==> src/rtl/ahb_burst_master_if.sv <==
// Local command/data handshakes and the AHB-Lite master bus of ahb_burst_master.
// The master modport is the sequencer's view; the slave modport is the far side.
interface ahb_burst_master_if;
  logic        cmd_valid;
  logic        cmd_ready;
  logic [2:0]  cmd_burst;
  logic        cmd_write;
  logic [31:0] cmd_addr;
  logic [4:0]  cmd_len;
  logic        cmd_err;
  logic [31:0] wdata;
  logic        wdata_valid;
  logic        wdata_ready;
  logic [31:0] rdata;
  logic        rdata_valid;
  logic        done;
  logic        err;
  logic [31:0] HADDR;
  logic [1:0]  HTRANS;
  logic        HWRITE;
  logic [2:0]  HBURST;
  logic [2:0]  HSIZE;
  logic [31:0] HWDATA;
  logic [31:0] HRDATA;
  logic        HREADY;
  logic        HRESP;

  modport master (
    input  cmd_valid, cmd_burst, cmd_write, cmd_addr, cmd_len, wdata, wdata_valid,
           HRDATA, HREADY, HRESP,
    output cmd_ready, cmd_err, wdata_ready, rdata, rdata_valid, done, err,
           HADDR, HTRANS, HWRITE, HBURST, HSIZE, HWDATA
  );

  modport slave (
    output cmd_valid, cmd_burst, cmd_write, cmd_addr, cmd_len, wdata, wdata_valid,
           HRDATA, HREADY, HRESP,
    input  cmd_ready, cmd_err, wdata_ready, rdata, rdata_valid, done, err,
           HADDR, HTRANS, HWRITE, HBURST, HSIZE, HWDATA
  );
endinterface

==> src/rtl/ahb_burst_master.sv <==
// AHB-Lite burst transfer sequencer: takes one burst command at a time and runs
// the address/data-phase pipeline (NONSEQ/SEQ/BUSY/IDLE, INCR and WRAP
// addressing, wait states, two-cycle ERROR response).
// wdata_valid follows valid/ready rules: once high it stays high until wdata_ready,
// which keeps a stalled write transfer stable while HREADY is low.
module ahb_burst_master #(
  parameter logic [31:0] BASE_ADDR = 32'h8000_0400,
  parameter int unsigned MAX_INCR  = 16
) (
  input logic                HCLK,
  input logic                HRESETn,
  ahb_burst_master_if.master bus
);

  typedef enum logic [2:0] {S_IDLE, S_ADDR, S_BURST, S_LAST, S_ERR} state_t;
  typedef enum logic [1:0] {TR_IDLE, TR_BUSY, TR_NONSEQ, TR_SEQ} htrans_t;

  state_t      state_q, state_d;
  htrans_t     htrans;
  logic [31:0] haddr_q, hwdata_q, rdata_q;
  logic [2:0]  hburst_q;
  logic        hwrite_q;
  logic [4:0]  beats_left_q, cmd_beats;
  logic        dp_active_q, dp_write_q;
  logic        rdata_valid_q, done_q, err_q, cmd_err_q;
  logic        accept, reject, xfer, finish, err_first, last_beat;
  logic        incr_type, len_bad, crosses_1k;

  // Next beat address: an all-ones mask degenerates to a plain +4 for INCR types.
  function automatic logic [31:0] next_addr(input logic [31:0] a, input logic [2:0] burst);
    logic [31:0] m;
    unique case (burst)
      3'd2:    m = 32'h0000_000F;
      3'd4:    m = 32'h0000_001F;
      3'd6:    m = 32'h0000_003F;
      default: m = 32'hFFFF_FFFF;
    endcase
    return (a & ~m) | ((a + 32'd4) & m);
  endfunction

  // Decode beat count and legality of the offered command.
  always_comb begin
    unique case (bus.cmd_burst)
      3'd0:       cmd_beats = 5'd1;
      3'd1:       cmd_beats = bus.cmd_len;
      3'd2, 3'd3: cmd_beats = 5'd4;
      3'd4, 3'd5: cmd_beats = 5'd8;
      default:    cmd_beats = 5'd16;
    endcase
    incr_type  = (bus.cmd_burst == 3'd0) || bus.cmd_burst[0];
    len_bad    = (bus.cmd_burst == 3'd1) &&
                 ((bus.cmd_len == 5'd0) || ({27'd0, bus.cmd_len} > MAX_INCR));
    crosses_1k = incr_type && (({2'b00, bus.cmd_addr[9:2]} + {5'd0, cmd_beats}) > 10'd256);
  end

  assign last_beat = (beats_left_q == 5'd1);
  // First ERROR cycle: the data phase in flight reports ERROR while stalling.
  assign err_first = dp_active_q && bus.HRESP && !bus.HREADY;

  // Next-state and transfer-type decode for the sequencer.
  always_comb begin
    // NOTE: every variable gets a default first so no path through the case can infer a latch.
    state_d = state_q;
    htrans  = TR_IDLE;
    accept  = 1'b0;
    reject  = 1'b0;
    xfer    = 1'b0;
    finish  = 1'b0;
    unique case (state_q)
      S_IDLE: begin
        if (bus.cmd_valid) begin
          if (len_bad || crosses_1k) begin
            reject = 1'b1;
          end else begin
            accept  = 1'b1;
            state_d = S_ADDR;
          end
        end
      end
      S_ADDR: begin
        if (!hwrite_q || bus.wdata_valid) begin
          htrans = TR_NONSEQ;
          if (bus.HREADY) begin
            xfer    = 1'b1;
            state_d = last_beat ? S_LAST : S_BURST;
          end
        end
      end
      S_BURST: begin
        if (err_first) begin
          state_d = S_ERR;
        end else if (hwrite_q && !bus.wdata_valid) begin
          htrans = TR_BUSY;
        end else begin
          htrans = TR_SEQ;
          if (bus.HREADY) begin
            xfer    = 1'b1;
            state_d = last_beat ? S_LAST : S_BURST;
          end
        end
      end
      S_LAST: begin
        if (err_first) begin
          state_d = S_ERR;
        end else if (bus.HREADY) begin
          finish  = 1'b1;
          state_d = S_IDLE;
        end
      end
      S_ERR: begin
        if (bus.HREADY) begin
          finish  = 1'b1;
          state_d = S_IDLE;
        end
      end
      default: state_d = S_IDLE;
    endcase
  end

  // Sequencer state register.
  always_ff @(posedge HCLK or negedge HRESETn) begin
    // NOTE: sequential state uses non-blocking assignments so every flop samples pre-edge values.
    if (!HRESETn) state_q <= S_IDLE;
    else          state_q <= state_d;
  end

  // Address/control, write data, data-phase tracking and local-side pulses.
  always_ff @(posedge HCLK or negedge HRESETn) begin
    if (!HRESETn) begin
      haddr_q       <= BASE_ADDR;
      hburst_q      <= 3'd0;
      hwrite_q      <= 1'b0;
      beats_left_q  <= 5'd0;
      hwdata_q      <= 32'd0;
      dp_active_q   <= 1'b0;
      dp_write_q    <= 1'b0;
      rdata_q       <= 32'd0;
      rdata_valid_q <= 1'b0;
      done_q        <= 1'b0;
      err_q         <= 1'b0;
      cmd_err_q     <= 1'b0;
    end else begin
      if (accept) begin
        haddr_q      <= bus.cmd_addr & ~32'h3;
        hburst_q     <= bus.cmd_burst;
        hwrite_q     <= bus.cmd_write;
        beats_left_q <= cmd_beats;
      end else if (xfer) begin
        beats_left_q <= beats_left_q - 5'd1;
        if (!last_beat) haddr_q <= next_addr(haddr_q, hburst_q);
      end else if (finish) begin
        haddr_q  <= BASE_ADDR;
        hwrite_q <= 1'b0;
      end
      if (xfer && hwrite_q) hwdata_q <= bus.wdata;
      // A completed address phase opens a data phase; ERROR cancels it outright.
      if (err_first) begin
        dp_active_q <= 1'b0;
      end else if (bus.HREADY) begin
        dp_active_q <= xfer;
        dp_write_q  <= hwrite_q;
      end
      rdata_valid_q <= dp_active_q && !dp_write_q && bus.HREADY && !bus.HRESP;
      if (dp_active_q && !dp_write_q && bus.HREADY && !bus.HRESP) rdata_q <= bus.HRDATA;
      done_q    <= finish;
      err_q     <= finish && (state_q == S_ERR);
      cmd_err_q <= reject;
    end
  end

  assign bus.cmd_ready   = (state_q == S_IDLE);
  assign bus.cmd_err     = cmd_err_q;
  assign bus.wdata_ready = xfer && hwrite_q;
  assign bus.rdata       = rdata_q;
  assign bus.rdata_valid = rdata_valid_q;
  assign bus.done        = done_q;
  assign bus.err         = err_q;
  assign bus.HADDR       = haddr_q;
  assign bus.HTRANS      = htrans;
  assign bus.HWRITE      = hwrite_q;
  assign bus.HBURST      = hburst_q;
  assign bus.HSIZE       = 3'b010;
  assign bus.HWDATA      = hwdata_q;

endmodule
==> src/flat_wrapper.sv <==
// flat-port wrapper written by rule: the top's interface ports become plain ports
module ahb_burst_master_flat 
#(
  parameter logic [31:0] BASE_ADDR = 32'h8000_0400,
  parameter int unsigned MAX_INCR  = 16
)
  (HCLK, HRESETn, bus_cmd_valid, bus_cmd_burst, bus_cmd_write, bus_cmd_addr, bus_cmd_len, bus_wdata, bus_wdata_valid, bus_HRDATA, bus_HREADY, bus_HRESP, bus_cmd_ready, bus_cmd_err, bus_wdata_ready, bus_rdata, bus_rdata_valid, bus_done, bus_err, bus_HADDR, bus_HTRANS, bus_HWRITE, bus_HBURST, bus_HSIZE, bus_HWDATA);
  ahb_burst_master_if bus_i ();
  input logic HCLK;
  input logic HRESETn;
  input wire logic [$bits(bus_i.cmd_valid)-1:0] bus_cmd_valid;
  input wire logic [$bits(bus_i.cmd_burst)-1:0] bus_cmd_burst;
  input wire logic [$bits(bus_i.cmd_write)-1:0] bus_cmd_write;
  input wire logic [$bits(bus_i.cmd_addr)-1:0] bus_cmd_addr;
  input wire logic [$bits(bus_i.cmd_len)-1:0] bus_cmd_len;
  input wire logic [$bits(bus_i.wdata)-1:0] bus_wdata;
  input wire logic [$bits(bus_i.wdata_valid)-1:0] bus_wdata_valid;
  input wire logic [$bits(bus_i.HRDATA)-1:0] bus_HRDATA;
  input wire logic [$bits(bus_i.HREADY)-1:0] bus_HREADY;
  input wire logic [$bits(bus_i.HRESP)-1:0] bus_HRESP;
  output wire logic [$bits(bus_i.cmd_ready)-1:0] bus_cmd_ready;
  output wire logic [$bits(bus_i.cmd_err)-1:0] bus_cmd_err;
  output wire logic [$bits(bus_i.wdata_ready)-1:0] bus_wdata_ready;
  output wire logic [$bits(bus_i.rdata)-1:0] bus_rdata;
  output wire logic [$bits(bus_i.rdata_valid)-1:0] bus_rdata_valid;
  output wire logic [$bits(bus_i.done)-1:0] bus_done;
  output wire logic [$bits(bus_i.err)-1:0] bus_err;
  output wire logic [$bits(bus_i.HADDR)-1:0] bus_HADDR;
  output wire logic [$bits(bus_i.HTRANS)-1:0] bus_HTRANS;
  output wire logic [$bits(bus_i.HWRITE)-1:0] bus_HWRITE;
  output wire logic [$bits(bus_i.HBURST)-1:0] bus_HBURST;
  output wire logic [$bits(bus_i.HSIZE)-1:0] bus_HSIZE;
  output wire logic [$bits(bus_i.HWDATA)-1:0] bus_HWDATA;
  assign bus_i.cmd_valid = bus_cmd_valid;
  assign bus_i.cmd_burst = bus_cmd_burst;
  assign bus_i.cmd_write = bus_cmd_write;
  assign bus_i.cmd_addr = bus_cmd_addr;
  assign bus_i.cmd_len = bus_cmd_len;
  assign bus_i.wdata = bus_wdata;
  assign bus_i.wdata_valid = bus_wdata_valid;
  assign bus_i.HRDATA = bus_HRDATA;
  assign bus_i.HREADY = bus_HREADY;
  assign bus_i.HRESP = bus_HRESP;
  assign bus_cmd_ready = bus_i.cmd_ready;
  assign bus_cmd_err = bus_i.cmd_err;
  assign bus_wdata_ready = bus_i.wdata_ready;
  assign bus_rdata = bus_i.rdata;
  assign bus_rdata_valid = bus_i.rdata_valid;
  assign bus_done = bus_i.done;
  assign bus_err = bus_i.err;
  assign bus_HADDR = bus_i.HADDR;
  assign bus_HTRANS = bus_i.HTRANS;
  assign bus_HWRITE = bus_i.HWRITE;
  assign bus_HBURST = bus_i.HBURST;
  assign bus_HSIZE = bus_i.HSIZE;
  assign bus_HWDATA = bus_i.HWDATA;
  ahb_burst_master #(.BASE_ADDR(BASE_ADDR), .MAX_INCR(MAX_INCR)) u_core (.HCLK(HCLK), .HRESETn(HRESETn), .bus(bus_i));
endmodule
==> config.mk <==
export PLATFORM = sky130hd
export DESIGN_NAME = ahb_burst_master_flat
export DESIGN_NICKNAME = d
export VERILOG_FILES = /design/src/rtl/ahb_burst_master_if.sv /design/src/rtl/ahb_burst_master.sv /design/src/flat_wrapper.sv
export SDC_FILE = /design/constraint.sdc
export NUM_CORES = 1
export LEC_CHECK = 0
export BUFFER_PORTS_ARGS = -buffer_cell sky130_fd_sc_hd__buf_2
export CAP_MARGIN = 10
export CORE_MARGIN = 2
export CORE_UTILIZATION = 25
export DETAILED_ROUTE_END_ITERATION = 10
export PLACE_DENSITY = 0.45
export SYNTH_ARGS = -nofsm -noshare
export SYNTH_HDL_FRONTEND = slang
export SYNTH_SLANG_ARGS = --single-unit
export TNS_END_PERCENT = 100
==> constraint.sdc <==
create_clock -name HCLK -period 5 [get_ports HCLK]
set_input_delay 1.5 -clock HCLK [delete_from_list [all_inputs] [get_ports HCLK]]
set_output_delay 1.5 -clock HCLK [all_outputs]
set_load 0.05 [all_outputs]
==> results of run 1 <==
[sequential cells by signal (all words and copies together) (netlist names)]
name,cells
u_core.bus.HBURST,3
u_core.state_q,3
u_core.dp_active_q,1
u_core.bus.done,1
u_core.dp_write_q,1
u_core.bus.HADDR,30
u_core.beats_left_q,5
u_core.bus.err,1
u_core.bus.rdata,32
u_core.bus.cmd_err,1
u_core.bus.HWRITE,1
u_core.bus.HWDATA,32
u_core.bus.rdata_valid,1
[cells by family (layout without fill, tap and decap cells)]
logic type	Yosys count	in the layout
compound gates	111	111
simple gates	138	138
flops	112	112
buf+inv	51	256
other cells	2	5
xor+xnor	15	15
mux	91	91
fa+ha+maj	9	9
[where the power goes]
group	switching [W]	internal (W)	total (W)
clock network	0.000382	0.000353	0.000735
registers	0.000366	0.00134	0.00171
logic	0.00235	0.00105	0.00340
[through the flow]
stage / power, W / area [sq um] / utilization, %
floorplan: 0.00427 / 5930 / -
CTS: 0.00593 / 7630 / 32.7
global placement: 0.00514 / 7340 / 31.5
global route: 0.00621 / 7630 / 32.7
detailed placement: 0.00516 / 7340 / 31.5
finish: 0.00584 / 7630 / 32.7
[critical path, cell delays in order]
cell	delay [ns]
buf_2	0.13
nor2_1	0.31
a21boi_0	0.34
ha_1	0.25
fa_1	0.41
nor3_1	0.26
o2111ai_1	0.22
a211oi_2	0.35
o21ai_4	0.18
buf_12	0.23
mux2_4	0.31
[metal layers]
layer  vias up  GRT usage, %
met4         0          3.07
met5         -             0
met3         9          2.71
met2       109          23.5
li1       2355             -
met1      2433          20.1
[area by class of cell]
| type | instances | area [sq um] |
|---|---|---|
| clock buffers | 10 | 229 |
| clock inverters | 6 | 57.6 |
| fillers | 2462 | 15700 |
| inverters | 17 | 63.8 |
| multi-input cells | 369 | 2910 |
| flip-flops and latches | 112 | 2810 |
| well taps | 319 | 399 |
| repair buffers | 223 | 1170 |
[worst min path at each step]
| stage | end | cells after the start |
|---|---|---|
| after detailed placement | u_core.bus.HWDATA[14] | 1 |
| final | u_core.bus.rdata[18] | 1 |
| after CTS | u_core.bus.rdata[18] | 1 |
| after global routing | u_core.bus.rdata[15] | 1 |
| after floorplan | u_core.dp_write_q | 1 |
| after global placement | u_core.bus.HWDATA[25] | 1 |
[cell usage in the layout (no fill, tap or decap), types with 6 or more instances in the layout]
master	n
a31oi_1	12
nand4_1	13
buf_4	8
and3_1	13
a21oi_1	16
nand3_1	26
o211a_1	7
nor3_1	7
o21ai_0	28
buf_2	213
inv_1	17
clkbuf_16	9
mux2_4	17
ha_1	8
nand2_1	23
dfrtp_1	110
xnor2_1	7
mux2_2	70
nor2_1	20
and2_1	6
xor2_1	8
==> impl_results.md, run 1 <==
* Insertion delay to the later sink of the worst-skew pair at 0.36 ns
* Worst R2R Start: u_core.beats_left_q[1]
* Setup crit start kind: input port
* Critical Path Source: bus_cmd_burst[1]
* Setup TNS at 0 ns
* Area Growth Syn to Fin at 28.9%
* Synth top cells by count: 110 x dfrtp_1, 70 x mux2_2, 28 x o21ai_0
* Register area share after synthesis at 47.4%
* Final nets at 852
* Routed via count at 4906
* Worst R2R End: u_core.bus.HADDR[10]
* Crit path arrival time at 4.51 ns
* Tmin final at 4.27 ns
* Warnings from Yosys at 0
* R2R setup slack at 2.24 ns
* Cts hold-fix bufs at 0
* Yosys cell types at 65
* Syn_area_per_cell at 11.2 sq um
* CP endpoint kind: flip-flop
* Xor/xnor share of the synthesized area at 2.22%
* # H-tree levels at 3
* Drt first pass iters at 4
* Final critical-path share of the clock period at 85.4%
* Slew margin rel. at 36.8%
* Most frequent cell after synthesis: dfrtp_1
* Mapped cell area at 5920 sq um
* Total wire length at 18200 um
* Post-synth EDFFs at 0
* Max Slew Vio Count at 0
* Final setup viols at 0
* WL met2 at 8970 um
* Multiplexer area fraction after synthesis at 18.3%
* Dpl hpwl at 13100 um
* Status: completed
* Crit path to: u_core.bus.HADDR[15]
* Most area-consuming cells after synthesis: dfrtp_1 46%, mux2_2 13%, mux2_4 4.3%
* Die width at 158 um
* Post-synthesis register bit count at 112
* RSZ-0062 raised after global routing: no
* Measured slew at the worst slew-check pin at 0.940 ns
* I/O Buffers at 214
* Drt drc at 0
* CTS root buffer: clkbuf_16
* Detail Route met3 WL at 704 um
* Maximum fanout along the worst path at 29
* CP required at 5.24 ns
* WHS at 0.503 ns
* Final WS setup at 0.730 ns
* Asr flop ratio synth at 100%
* Final hold vios at 0
* CTS tree: built
* Top routing layer in use: met4
* Post-Place Cells at 1040
* Prevailing post-synth register cell: dfrtp_1
* Wl on met1 at 8360 um
* Highest clock rate at 0.234 GHz
* Number of vias per cell at 4.65
* Die height at 158 um
* Place WS at 0.426 ns
* I/O pin count at 222
* Leak Pwr at 3.68 nW
* Site row count at 56
* Die area at 24900 sq um
* Final GP Congestion at 0.759
* Setup Buffers After CTS at 0
* Grt ovf at 0
* Initial antenna violation count at 0
* Core area at 23300 sq um
* Clk sinks at 112
* CTS Buffer Depth at 2
* Share of cells above drive strength 1 at 46.7%
* First-pass GRT wire length at 27900 um
* Pwr Density at 766 nW/um^2
* N_diodes at 0
* Largest area contributor in the netlist: dfrtp_1
* Synth Area in Adders at 2.03%
* WL per Instance at 17.2 um
* Main combinational cell family by area after synthesis: multiplexers
* Worst Reg-to-Reg Cells at 8
* CP Class: in2reg
* Number of antenna-violating nets in the routed design at 0
* Synth Area in Compound Gates at 13.2%
* Worst IR Drop VDD at 0.000287 V
* Clock slew at reported path FFs at 0.08 ns
* Hold/Removal Path Class: reg2reg
* Mapped Cells at 529
* CTS resizes at 0
* Max cap viols at 0
* Vias in the first global route at 4840
* CTS Buf Count at 9
* GRT Resource Usage Total at 14.5%
* Non-Filler Instances at 1056
* Initial Util at 25.4%
* Pin count of the biggest net entering global routing at 59
* Hold Startpoint: u_core.bus.rdata[18]
* Top cell type's share of synthesized area at 46.5%
* DRT iter0 DRCs at 269
* Skew final at 0.0145 ns
* Post-Synth Simple-Gate Area at 12.8%
(Power assumes the default switching activity.)
==> inputs of run 2 (changes only) <==
--- a/config.mk
+++ b/config.mk
@@ -7,7 +7,7 @@
 export LEC_CHECK = 0
 export BUFFER_PORTS_ARGS = -buffer_cell sky130_fd_sc_hd__buf_2
 export CAP_MARGIN = 10
-export CORE_MARGIN = 2
+export CORE_MARGIN = 10
 export CORE_UTILIZATION = 25
 export DETAILED_ROUTE_END_ITERATION = 10
 export PLACE_DENSITY = 0.45
==> impl_results.md, run 2 (synthesis results as in run 1) <==
* Status: completed
* # H-tree levels at 3 (unchanged)
* Core area at 23400 sq um (+0.30%)
* Max cap viols at 0 (unchanged)
* Pin count of the biggest net entering global routing at 58 (-1.7%)
* Maximum fanout along the worst path at 11 (-62%)
* Total wire length at 19900 um (+9.3%)
* Measured slew at the worst slew-check pin at 0.954 ns (+0.0135 ns)
* Dpl hpwl at 14900 um (+13%)
* Commonest non-fill, non-tap cell in the layout: buf_2
* Die area at 30200 sq um (+21%)
* Clock slew at reported path FFs at 0.08 ns (about the same)
* Drt drc at 0 (unchanged)
* Final Instance Area at 7640 sq um (about the same)
* Final nets at 852 (unchanged)
* CP max stage cell: buf_2
* Worst IR Drop VDD at 0.000301 V (+5.0%)
* CP endpoint kind: output pin
* Post-DP Area at 7340 sq um (unchanged)
* WHS at 0.503 ns (-0.000474 ns)
* Skew final at 0.0103 ns (-0.00417 ns)
* Final critical-path share of the clock period at 85.9% (+0.48 points)
* CP bufs+invs at 3 (+1)
* Initial antenna violation count at 1 (+1)
* Area of the multi-input gates at 2910 sq um (unchanged)
* Number of vias per cell at 4.64 (-0.16%)
* Hold/Removal Path Class: reg2reg
* Crit path max-delay family: simple AND/OR/NAND/NOR gates
* I/O pin count at 222 (unchanged)
* Setup Buffers After CTS at 0 (unchanged)
* CP Class: in2out
* First-pass GRT wire length at 30900 um (+11%)
* CTS root buffer: clkbuf_16
* CP required at 3.50 ns (-1.74 ns)
* Die height at 174 um (+10%)
* CTS Buf Count at 9 (unchanged)
* Initial Util at 25.3% (-0.076 points)
* Crit path arrival time at 2.79 ns (-1.72 ns)
* CTS Buffer Depth at 2 (unchanged)
* Insertion delay to the later sink of the worst-skew pair at 0.36 ns (about the same)
* Routed via count at 4903 (-0.061%)
* Reg area at 2810 sq um (unchanged)
* CTS resizes at 0 (unchanged)
* Setup crit start kind: input port
* Share of cells above drive strength 1 at 46.7% (unchanged)
* Final hold vios at 0 (unchanged)
* GRT Resource Usage Total at 12.8% (-1.6 points)
* Most frequent cells in the layout: 213 x buf_2, 110 x dfrtp_1, 70 x mux2_2
* Slew margin rel. at 35.9% (-0.91 points)
* WL per Instance at 18.8 um (+9.2%)
* Cts hold-fix bufs at 0 (unchanged)
* Leak Pwr at 3.68 nW (about the same)
* Critical path, cell by cell: buf_2 -> and3b_1 -> nor3_1 -> or2_2 -> inv_1 -> nor3_1 -> buf_2
* RSZ-0062 raised after global routing: no
* DRT iter0 DRCs at 231 (-14%)
* Die width at 174 um (+10%)
* Vias in the first global route at 5084 (+5.0%)
* I/O Buffers at 214 (unchanged)
* Final GP Congestion at 0.755 (-0.57%)
* Final setup viols at 0 (unchanged)
* R2R setup slack at 2.34 ns (+0.10 ns)
* Fillers at 2524 (+2.5%)
* Max incr delay on CP at 0.32 ns (-0.09 ns)
* Drt first pass iters at 4 (unchanged)
* Clk sinks at 112 (unchanged)
* Pwr Density at 769 nW/um^2 (+0.46%)
* Area Growth Syn to Fin at 29.0% (about the same)
* Grt ovf at 0 (unchanged)
* Site row count at 56 (unchanged)
* Max Slew Vio Count at 0 (unchanged)
* Tmin final at 4.29 ns (+0.0240 ns)
* Highest clock rate at 0.233 GHz (-0.56%)
* CTS tree: built
* Setup TNS at 0 ns (unchanged)
* Number of antenna-violating nets in the routed design at 0 (unchanged)
[run 2: changes by cell type in the layout (fill, tap and decap cells not counted), sizes merged]
cell    previous run  this run
clkinv             2         3
diode              0         1
inv               21        20
[run 2: routing by layer]
metal / part of all wire (%) / wire length, um / track usage, % / vias up
met3: 4.9 / 971 / 3.27 / 15
met1: 45 / 8860 / 16.1 / 2418
met4: 1.3 / 250 / 3.53 / 0
li1: - / - / - / 2357
met2: 49 / 9820 / 21.4 / 113
met5: 0 / 0 / 0 / -
[run 2: report_power, final]
part	switching [W]	total, W	internal, W
combinational	0.00237	0.00343	0.00105
sequential	0.000362	0.00170	0.00134
clock	0.000389	0.000743	0.000354
[run 2: cell type report]
cell class                 instances  area share (%)
timing repair buffer             223            15.3
inverter                          17           0.836
clock inverter                     6           0.819
tap                              319            5.23
antenna                            1          0.0328
sequential                       112            36.7
clock buffer                      10            3.00
multi-input combinational        369            38.1
[run 2: through the flow]
step           instances  total power, W  setup WS, ns  util, %
2_1_floorplan        532         0.00427         0.301        -
3_3_place_gp        1040         0.00518         0.538     31.4
3_5_place_dp        1040         0.00520         0.504     31.4
4_1_cts             1056         0.00597         0.664     32.6
5_1_grt             1057         0.00624         0.532     32.6
6_report            1057         0.00588         0.706     32.6
[run 2: worst paths after layout]
check                                        from                     to  depth (start not counted)
max in group asynchronous                 HRESETn   u_core.bus.HADDR[10]                          2
hold reg to reg              u_core.bus.rdata[21]   u_core.bus.rdata[21]                          1
hold / removal               u_core.bus.rdata[21]   u_core.bus.rdata[21]                          1
min in group asynchronous                 HRESETn  u_core.bus.HWDATA[17]                          1
setup reg to reg           u_core.beats_left_q[1]   u_core.bus.HADDR[10]                          8
setup / recovery                       bus_HREADY          bus_HTRANS[1]                          7
